## src/rtl/rpn_stack_ctrl.sv

```systemverilog
// RPN stack sequencer: owns stack pointer, single-port stack RAM port and ALU operand registers.
// Latency PUSH 1 / POP 2 / BINOP 3 cycles to done; cmd_ready only in IDLE, requests while busy are dropped.
module rpn_stack_ctrl #(
    parameter int WIDTH  = 8,
    parameter int ADDR_W = 8
) (
    input  logic              clk,
    input  logic              reset,
    input  logic              cmd_valid,
    output logic              cmd_ready,
    input  logic [1:0]        cmd_op,
    input  logic [WIDTH-1:0]  cmd_data,
    input  logic [1:0]        cmd_alu,
    output logic [ADDR_W-1:0] mem_addr,
    output logic [WIDTH-1:0]  mem_wdata,
    output logic              mem_wren,
    input  logic [WIDTH-1:0]  mem_rdata,
    output logic [WIDTH-1:0]  alu_a,
    output logic [WIDTH-1:0]  alu_b,
    output logic [1:0]        alu_op,
    input  logic [WIDTH-1:0]  alu_result,
    output logic [WIDTH-1:0]  top,
    output logic [ADDR_W:0]   depth,
    output logic              done,
    output logic              err,
    output logic [1:0]        err_code
);

    typedef enum logic [2:0] {IDLE, WR, RD, LATCH, WB, DONE} state_t;
    typedef enum logic [1:0] {FIN_NONE, FIN_POP1, FIN_CLEAR, FIN_ERR} fin_t;

    localparam logic [1:0] OP_PUSH  = 2'b00;
    localparam logic [1:0] OP_BINOP = 2'b01;
    localparam logic [1:0] OP_POP   = 2'b10;

    localparam logic [1:0] CODE_OVF = 2'b01;
    localparam logic [1:0] CODE_UNF = 2'b10;

    localparam logic [ADDR_W:0] FULL = {1'b1, {ADDR_W{1'b0}}};
    localparam logic [ADDR_W:0] ONE  = (ADDR_W+1)'(1);
    localparam logic [ADDR_W:0] TWO  = (ADDR_W+1)'(2);

    state_t            state;
    fin_t              fin;
    logic              is_pop;
    logic [1:0]        pend_code;
    logic [WIDTH-1:0]  wdata_q;
    logic [ADDR_W:0]   depth_m2;

    assign depth_m2  = depth - TWO;
    assign cmd_ready = (state == IDLE);
    // The ALU result only exists once alu_a is latched, so the write-back data
    // is taken straight from the ALU during WB; every other cycle it is registered.
    assign mem_wdata = (state == WB) ? alu_result : wdata_q;

    always_ff @(posedge clk) begin
        if (reset) begin
            state     <= IDLE;
            fin       <= FIN_NONE;
            is_pop    <= 1'b0;
            pend_code <= 2'b00;
            wdata_q   <= '0;
            mem_addr  <= '0;
            mem_wren  <= 1'b0;
            alu_a     <= '0;
            alu_b     <= '0;
            alu_op    <= 2'b00;
            top       <= '0;
            depth     <= '0;
            done      <= 1'b0;
            err       <= 1'b0;
            err_code  <= 2'b00;
        end else begin
            done     <= 1'b0;
            mem_wren <= 1'b0;
            case (state)
                IDLE: begin
                    if (cmd_valid) begin
                        case (cmd_op)
                            OP_PUSH: begin
                                done <= 1'b1;
                                if (depth == FULL) begin
                                    state     <= DONE;
                                    fin       <= FIN_ERR;
                                    pend_code <= CODE_OVF;
                                end else begin
                                    state    <= WR;
                                    mem_addr <= depth[ADDR_W-1:0];
                                    wdata_q  <= cmd_data;
                                    mem_wren <= 1'b1;
                                end
                            end
                            OP_BINOP: begin
                                if (depth < TWO) begin
                                    state     <= DONE;
                                    fin       <= FIN_ERR;
                                    pend_code <= CODE_UNF;
                                    done      <= 1'b1;
                                end else begin
                                    state    <= RD;
                                    mem_addr <= depth_m2[ADDR_W-1:0];
                                    alu_b    <= top;
                                    alu_op   <= cmd_alu;
                                    is_pop   <= 1'b0;
                                end
                            end
                            OP_POP: begin
                                if (depth == '0) begin
                                    state     <= DONE;
                                    fin       <= FIN_ERR;
                                    pend_code <= CODE_UNF;
                                    done      <= 1'b1;
                                end else if (depth == ONE) begin
                                    state <= DONE;
                                    fin   <= FIN_POP1;
                                    done  <= 1'b1;
                                end else begin
                                    state    <= RD;
                                    mem_addr <= depth_m2[ADDR_W-1:0];
                                    is_pop   <= 1'b1;
                                end
                            end
                            default: begin
                                state <= DONE;
                                fin   <= FIN_CLEAR;
                                done  <= 1'b1;
                            end
                        endcase
                    end
                end
                WR: begin
                    depth <= depth + ONE;
                    top   <= wdata_q;
                    state <= IDLE;
                end
                RD: begin
                    state <= LATCH;
                    done  <= is_pop;
                end
                LATCH: begin
                    if (is_pop) begin
                        top   <= mem_rdata;
                        depth <= depth - ONE;
                        state <= IDLE;
                    end else begin
                        alu_a    <= mem_rdata;
                        mem_wren <= 1'b1;
                        done     <= 1'b1;
                        state    <= WB;
                    end
                end
                WB: begin
                    top   <= alu_result;
                    depth <= depth - ONE;
                    state <= IDLE;
                end
                DONE: begin
                    case (fin)
                        FIN_POP1: begin
                            depth <= '0;
                            top   <= '0;
                        end
                        FIN_CLEAR: begin
                            depth    <= '0;
                            top      <= '0;
                            err      <= 1'b0;
                            err_code <= 2'b00;
                        end
                        FIN_ERR: begin
                            err <= 1'b1;
                            if (!err) err_code <= pend_code;
                        end
                        default: ;
                    endcase
                    fin   <= FIN_NONE;
                    state <= IDLE;
                end
                default: state <= IDLE;
            endcase
        end
    end

endmodule

```

## config.mk

```make
export PLATFORM = sky130hd
export DESIGN_NAME = rpn_stack_ctrl
export DESIGN_NICKNAME = d
export VERILOG_FILES = /design/src/rtl/rpn_stack_ctrl.sv
export SDC_FILE = /design/constraint.sdc
export NUM_CORES = 1
export LEC_CHECK = 0
export ABC_CLOCK_PERIOD_IN_PS = 2350
export BUFFER_PORTS_ARGS = -buffer_cell sky130_fd_sc_hd__clkbuf_2
export CAP_MARGIN = 30
export CORE_ASPECT_RATIO = 0.9
export CORE_MARGIN = 4
export CORE_UTILIZATION = 48
export DETAILED_ROUTE_END_ITERATION = 16
export PLACE_DENSITY = 0.76
export SYNTH_ARGS = -nofsm -noshare
export SYNTH_HDL_FRONTEND = slang
export SYNTH_SLANG_ARGS = --single-unit
```

## constraint.sdc

```tcl
create_clock -name clk -period 2.35 [get_ports clk]
set_input_delay 0.47 -clock clk [delete_from_list [all_inputs] [get_ports clk]]
set_output_delay 0.47 -clock clk [all_outputs]
set_load 0.01 [all_outputs]
```

==> flow_metrics.env, run 1 <==
export IMPL_r2r_start="depth[1]"
export IMPL_seq_area_sq_mm=0.00128
export IMPL_io_buffer_count=87
export IMPL_r2r_end="pend_code[0]"
export IMPL_final_period_utilization_pct=96.0
export IMPL_cts_sink_count=64
export IMPL_drc=0
export IMPL_cts_root_buf="clkbuf_8"
export IMPL_use_met1_pct=31.0
export IMPL_clock_fmax_ghz=0.443
export IMPL_period_minus_slack_ns=2.26
export IMPL_cts_made_buffers=9
export IMPL_hold_path_depth=3
export IMPL_firstDrtPassIters=5
export IMPL_fillers=628
export IMPL_fin_nets=571
export IMPL_antenna_found_initial=0
export IMPL_setup_viol=0
export IMPL_yosysWarnings=0
export IMPL_grt_pass1_vias=3306
export IMPL_drive_above_1_share_pct=29.9
export IMPL_synth_cell_types=58
export IMPL_area_delta_synth_final_pct=24.9
export IMPL_busiest_layer="met2"
export IMPL_ys_seq_area_share_pct=36.2
export IMPL_power_density_mw_per_mm2=822
export IMPL_post_dp_cell_area_sq_mm=0.00416
export IMPL_synth_edf_count=0
export IMPL_hold_path_class="in2reg"
export IMPL_synth_top_area_share_pct=36.2
export IMPL_worstMarginPinSlew_ns=0.726
export IMPL_leakagePower_nw=1.90
export IMPL_clk_latency_ns=0.35
export IMPL_tns_ns=0
export IMPL_wl_per_cell_microns=15.6
export IMPL_route_vias_total=3554
export IMPL_dominantRegCellSynth="dfxtp_1"
export IMPL_outcome="finished, final reports clean"
export IMPL_yosysTopAreaCell="dfxtp_1"
export IMPL_clk_pin_slew_worst_paths_ns=0.08
export IMPL_fp_row_count=29
export IMPL_routed_wl_mm=9.77
export IMPL_postRouteAntennaNets=0
export IMPL_cp_required_ns=1.88
export IMPL_overflow=0
export IMPL_ios=88
export IMPL_hpwl_mm=7.21
export IMPL_rrSetupSlack_ns=0.10
export IMPL_ir_worst_vdd_mv=0.430
export IMPL_min_from="cmd_alu[0]"
export IMPL_crit_type="reg2out"
export IMPL_drv_cap=0
export IMPL_htreeDepth=3
export IMPL_die_h_microns=89.4
export IMPL_grt_pass1_wl_mm=16.1
export IMPL_vias_per_cell=5.69
export IMPL_ys_top_cells_by_area="dfxtp_1, a21oi_1, nand2_1, nor2_1, ha_1"
export IMPL_hold_viol=0
export IMPL_synthesis_area_sq_mm=0.00353
export IMPL_grt_max_degree=32
export IMPL_multi_input_area_sq_mm=0.00209
export IMPL_n_antenna_cell=0
export IMPL_avgSynthCellArea_sq_um=8.14
export IMPL_critPathMaxFanout=9
export IMPL_maxSlewViolCount=0
export IMPL_rsz0062_at_grt="false"
export IMPL_skew_ns=0.0126
export IMPL_initial_core_util_pct=49.7
export IMPL_async_reset_ff_share_pct=0
export IMPL_synthCells=434
export IMPL_holdBufCountCts=0
export IMPL_setup_worst_path_start_class="flop"
export IMPL_stdcell_area_sq_mm=0.00442
export IMPL_globalRouteMet2Util_pct=34.8
export IMPL_slew_headroom_pct=51.6
export IMPL_cts_tree="done"
export IMPL_cp_end_kind="primary output"
export IMPL_track_usage_pct=22.4
export IMPL_arrival_ns=1.79
export IMPL_core_area_sq_mm=0.00711
export IMPL_drt_iter0_drc=202
export IMPL_syn_num_nets=478
export IMPL_ys_seq_elements=64
export IMPL_gp_congestion=0.913
export IMPL_grt_use_met3_pct=4.91
export IMPL_r2r_cells=7
export IMPL_fp_dieW_microns=98.5
export IMPL_clock_path_buffers=2
export IMPL_worstHoldEndpoint="alu_op[0]"
export IMPL_die_area_sq_mm=0.00880
-- where the power goes --
group,switching [W],leakage (nW),internal (W),total (W)
Clock,0.000483,0.115,0.000608,0.00109
Combinational,0.000726,1.27,0.000530,0.00126
Sequential,0.0000882,0.521,0.00119,0.00128
Total,0.00130,1.90,0.00233,0.00363
-- area by class of cell --
class	count	area share (%)
Sequential cell	64	29.1
Clock buffer	9	2.81
Clock inverter	7	2.27
Tap cell	93	2.64
Inverter	12	1.02
Timing Repair Buffer	116	14.8
Multi-Input combinational cell	324	47.4
-- per-stage QoR --
stage / total power, W / utilization, % / cells / hold slack [ns] / worst slack (ns)
2_1_floorplan: 0.00210 / - / 434 / 0.449 / 0.0309
3_3_place_gp: 0.00250 / 58.5 / 609 / 0.440 / 0.0810
3_5_place_dp: 0.00253 / 58.5 / 609 / 0.448 / 0.0512
4_1_cts: 0.00362 / 61.8 / 625 / 0.340 / 0.0313
5_1_grt: 0.00383 / 62.1 / 625 / 0.355 / 0.00541
6_report: 0.00363 / 62.1 / 625 / 0.343 / 0.0941
-- cells by family (layout without fill, tap and decap cells) --
kind of cell | count (synthesis) | in the layout | synth area share, %
flip-flops | 64 | 64 | 36.2
AND/OR/NAND/NOR | 152 | 152 | 20.4
multiplexers | 20 | 20 | 5.95
AO/OA/AOI/OAI | 130 | 130 | 25.0
buffers and inverters | 46 | 144 | 5.59
adder cells (fa/ha/maj) | 13 | 13 | 4.60
XOR/XNOR | 9 | 9 | 2.23
-- layer usage --
layer | part of all wire (%) | wire, microns
met4 | 1.6 | 153
met5 | 0 | 0
met3 | 7.0 | 680
met2 | 46 | 4490
met1 | 46 | 4450
-- Yosys cell counts (all sizes together) (11+ instances only) --
cell    count
mux2i      12
nand2      49
clkbuf     26
ha         13
a211oi     20
a21oi      39
inv        11
nor2       44
dfxtp      64
nand3      18
a22oi      13
-- state kept, by name (all words and copies together) (netlist names), 3 cells and up --
signal    count
state         3
alu_b         8
depth         9
top           8
wdata_q       8
mem_addr      8
alu_a         8
-- worst max-delay path, cell delays in order, from the launching register on --
cell and delay [ns]:
dfxtp_1 0.42, nor3b_4 0.30, buf_4 0.23, mux2_2 0.35, clkbuf_2 0.13
-- layout by cell type, fill, tap and decap left out, drive strengths merged, types with 4 or more instances in the layout --
| cell type | count |
|---|---|
| nand3 | 18 |
| nor2b | 4 |
| inv | 14 |
| a221oi | 6 |
| a21o | 4 |
| o22ai | 6 |
| or3 | 5 |
| ha | 13 |
| a22o | 4 |
| xnor2 | 5 |
| clkbuf | 96 |
| a22oi | 13 |
| nor2 | 44 |
| xor2 | 4 |
| nor3 | 6 |
| dfxtp | 64 |
| nand2 | 49 |
| buf | 29 |
| mux2 | 8 |
| a21oi | 39 |
| a31oi | 8 |
| a211oi | 20 |
| o21ai | 7 |
| mux2i | 12 |
-- repair_timing --
action | 4_1_cts | 5_1_grt
setup buffers | 0 | 0
gates resized for setup | 1 | 6
pin swaps | 0 | 1
setup endpoints to repair | 8 | 23
-- worst max path at each step --
stage	from	end
after floorplan	depth[1]	pend_code[0]
after global placement	depth[1]	pend_code[0]
after detailed placement	depth[1]	pend_code[0]
after CTS	depth[2]	pend_code[0]
after global routing	depth[1]	pend_code[0]
final	state[0]	mem_wdata[4]
(Power assumes the default switching activity.)
==> run 2, diff against run 1 <==
--- a/config.mk
+++ b/config.mk
@@ -12,7 +12,10 @@
 export CORE_MARGIN = 4
 export CORE_UTILIZATION = 48
 export DETAILED_ROUTE_END_ITERATION = 16
+export GPL_ROUTABILITY_DRIVEN = 0
 export PLACE_DENSITY = 0.76
+export RECOVER_POWER = 100
+export SETUP_SLACK_MARGIN = 0.5
 export SYNTH_ARGS = -nofsm -noshare
 export SYNTH_HDL_FRONTEND = slang
 export SYNTH_SLANG_ARGS = --single-unit
==> flow_metrics.env, run 2 (synthesized netlist as in run 1, its figures left out) <==
export IMPL_outcome="finished, final reports clean"
export IMPL_area_delta_synth_final_pct=35.7
export IMPL_die_area_sq_mm=0.00880
export IMPL_clk_latency_ns=0.35
export IMPL_grt_pass1_vias=3398
export IMPL_pwr_share_clk_pct=27.3
export IMPL_core_area_sq_mm=0.00711
export IMPL_maxSlewViolCount=0
export IMPL_slew_headroom_pct=49.7
export IMPL_route_vias_total=3918
export IMPL_initial_core_util_pct=49.7
export IMPL_postRouteAntennaNets=0
export IMPL_vias_per_cell=6.03
export IMPL_hpwl_mm=7.16
export IMPL_setup_viol=0
export IMPL_antenna_found_initial=0
export IMPL_cts_sink_count=64
export IMPL_tns_ns=0
export IMPL_layout_common_cells="dfxtp_1, clkbuf_1, clkbuf_2"
export IMPL_track_usage_pct=24.1
export IMPL_rrSetupSlack_ns=0.07
export IMPL_htreeDepth=3
export IMPL_drive_above_1_share_pct=29.6
export IMPL_power_density_mw_per_mm2=832
export IMPL_ir_worst_vdd_mv=0.393
export IMPL_critPathMaxFanout=12
export IMPL_final_common_cell="dfxtp_1"
export IMPL_cts_made_buffers=9
export IMPL_clock_path_buffers=2
export IMPL_ios=88
export IMPL_drv_cap=0
export IMPL_clk_pin_slew_worst_paths_ns=0.08
export IMPL_arrival_ns=2.50
export IMPL_wl_per_cell_microns=17.8
export IMPL_setup_worst_path_start_class="flop"
export IMPL_drt_iter0_drc=356
export IMPL_fp_dieW_microns=98.5
export IMPL_firstDrtPassIters=7
export IMPL_comb_power_share_pct=40.2
export IMPL_largest_reg_flops=9
export IMPL_r2r_cells=8
export IMPL_rsz0062_at_grt="true"
export IMPL_cts_root_buf="clkbuf_8"
export IMPL_overflow=0
export IMPL_die_h_microns=89.4
export IMPL_skew_ns=0.0108
export IMPL_hold_path_class="in2reg"
export IMPL_setup_slack_ns=0.0746
export IMPL_critPathCapture="mem_addr[0]"
export IMPL_crit_type="reg2reg"
export IMPL_holdBufCountCts=0
export IMPL_hold_path_depth=3
export IMPL_period_minus_slack_ns=2.28
export IMPL_cp_end_kind="flop"
export IMPL_grt_max_degree=37
export IMPL_critPathLaunch="depth[4]"
export IMPL_n_antenna_cell=0
export IMPL_leakagePower_nw=1.92
export IMPL_clock_fmax_ghz=0.439
export IMPL_fillers=581
export IMPL_switching_share_pct=36.9
export IMPL_worstMarginPinSlew_ns=0.754
export IMPL_grt_pass1_wl_mm=17.0
export IMPL_r2r_end="mem_addr[0]"
export IMPL_fin_nets=596
export IMPL_io_buffer_count=87
export IMPL_pwr_share_seq_pct=32.5
export IMPL_regMostFlops="depth"
export IMPL_p_switching_w=0.00147
export IMPL_intPower_w=0.00252
export IMPL_pre_cts_ws_ns=0.0441
export IMPL_drc=0
export IMPL_fp_row_count=29
export IMPL_routed_wl_mm=11.6
export IMPL_r2r_start="depth[4]"
export IMPL_hold_viol=0
export IMPL_final_period_utilization_pct=96.8
export IMPL_cp_required_ns=2.57
export IMPL_cts_tree="done"
## run 2: cell count changes in the layout (fill, tap and decap cells not counted), sizes merged
| cell | delta |
|---|---|
| buf | +7 |
| clkinvlp | +1 |
| inv | -2 |
| clkinv | +1 |
| clkbuf | +18 |
## run 2: worst min-delay path by stage
stage | from | to | slack, ns
after floorplan | pend_code[0] | pend_code[0] | 0.44
final | mem_rdata[0] | alu_a[0] | 0.35
after detailed placement | err_code[1] | err_code[1] | 0.44
after global placement | err_code[0] | err_code[0] | 0.44
after global routing | cmd_alu[1] | alu_op[1] | 0.35
after CTS | cmd_data[4] | wdata_q[4] | 0.34
## run 2: area by class of cell
cell class / count / area, sq um / share of cell area [%]
Sequential cell: 64 / 1290 / 27.0
Clock inverter: 7 / 103 / 2.14
Clock buffer: 9 / 124 / 2.58
Inverter: 12 / 52.6 / 1.10
Timing Repair Buffer: 141 / 774 / 16.1
Multi-Input combinational cell: 324 / 2330 / 48.6
Tap cell: 93 / 116 / 2.43
## run 2: repair_timing
action | CTS | global route
pin swaps | 13 | 12
cloned | 0 | 1
setup endpoints to repair | 61 | 67
gates resized for setup | 32 | 43
setup buffers | 15 | 8
## run 2: critical path, cell delays in order, from the launching register on
cell      delay, ns
dfxtp_1        0.34
clkbuf_1       0.58
nor4b_4        0.12
clkbuf_4       0.17
a32oi_1        0.22
o21a_2         0.20
buf_4          0.16
mux2i_1        0.30
nor2_1         0.06
## run 2: layer usage
| layer | GRT usage (%) | vias up | part of all wire, % |
|---|---|---|---|
| li1 | - | 1817 | - |
| met1 | 32.2 | 1828 | 41 |
| met2 | 37.8 | 236 | 47 |
| met3 | 6.01 | 37 | 9.7 |
| met4 | 9.18 | 0 | 2.5 |
| met5 | 0 | - | 0 |
## run 2: power groups by stage
stage | Combinational, W | Clock [W] | Sequential (W)
finish | 0.00161 | 0.00109 | 0.00130
global route | 0.00173 | 0.00115 | 0.00131
CTS | 0.00143 | 0.00110 | 0.00129
detailed placement | 0.00125 | 0 | 0.00131
global placement | 0.00123 | 0 | 0.00131
floorplan | 0.000828 | 0 | 0.00134
## run 2: metrics by stage
step | total power [W] | hold slack (ns) | instance area (sq um) | util, % | cells
2_1_floorplan | 0.00216 | 0.442 | 3630 | - | 434
3_3_place_gp | 0.00254 | 0.439 | 4240 | 59.6 | 610
3_5_place_dp | 0.00257 | 0.445 | 4240 | 59.6 | 610
4_1_cts | 0.00382 | 0.343 | 4700 | 66.2 | 641
5_1_grt | 0.00418 | 0.347 | 4800 | 67.4 | 650
6_report | 0.00399 | 0.352 | 4800 | 67.4 | 650
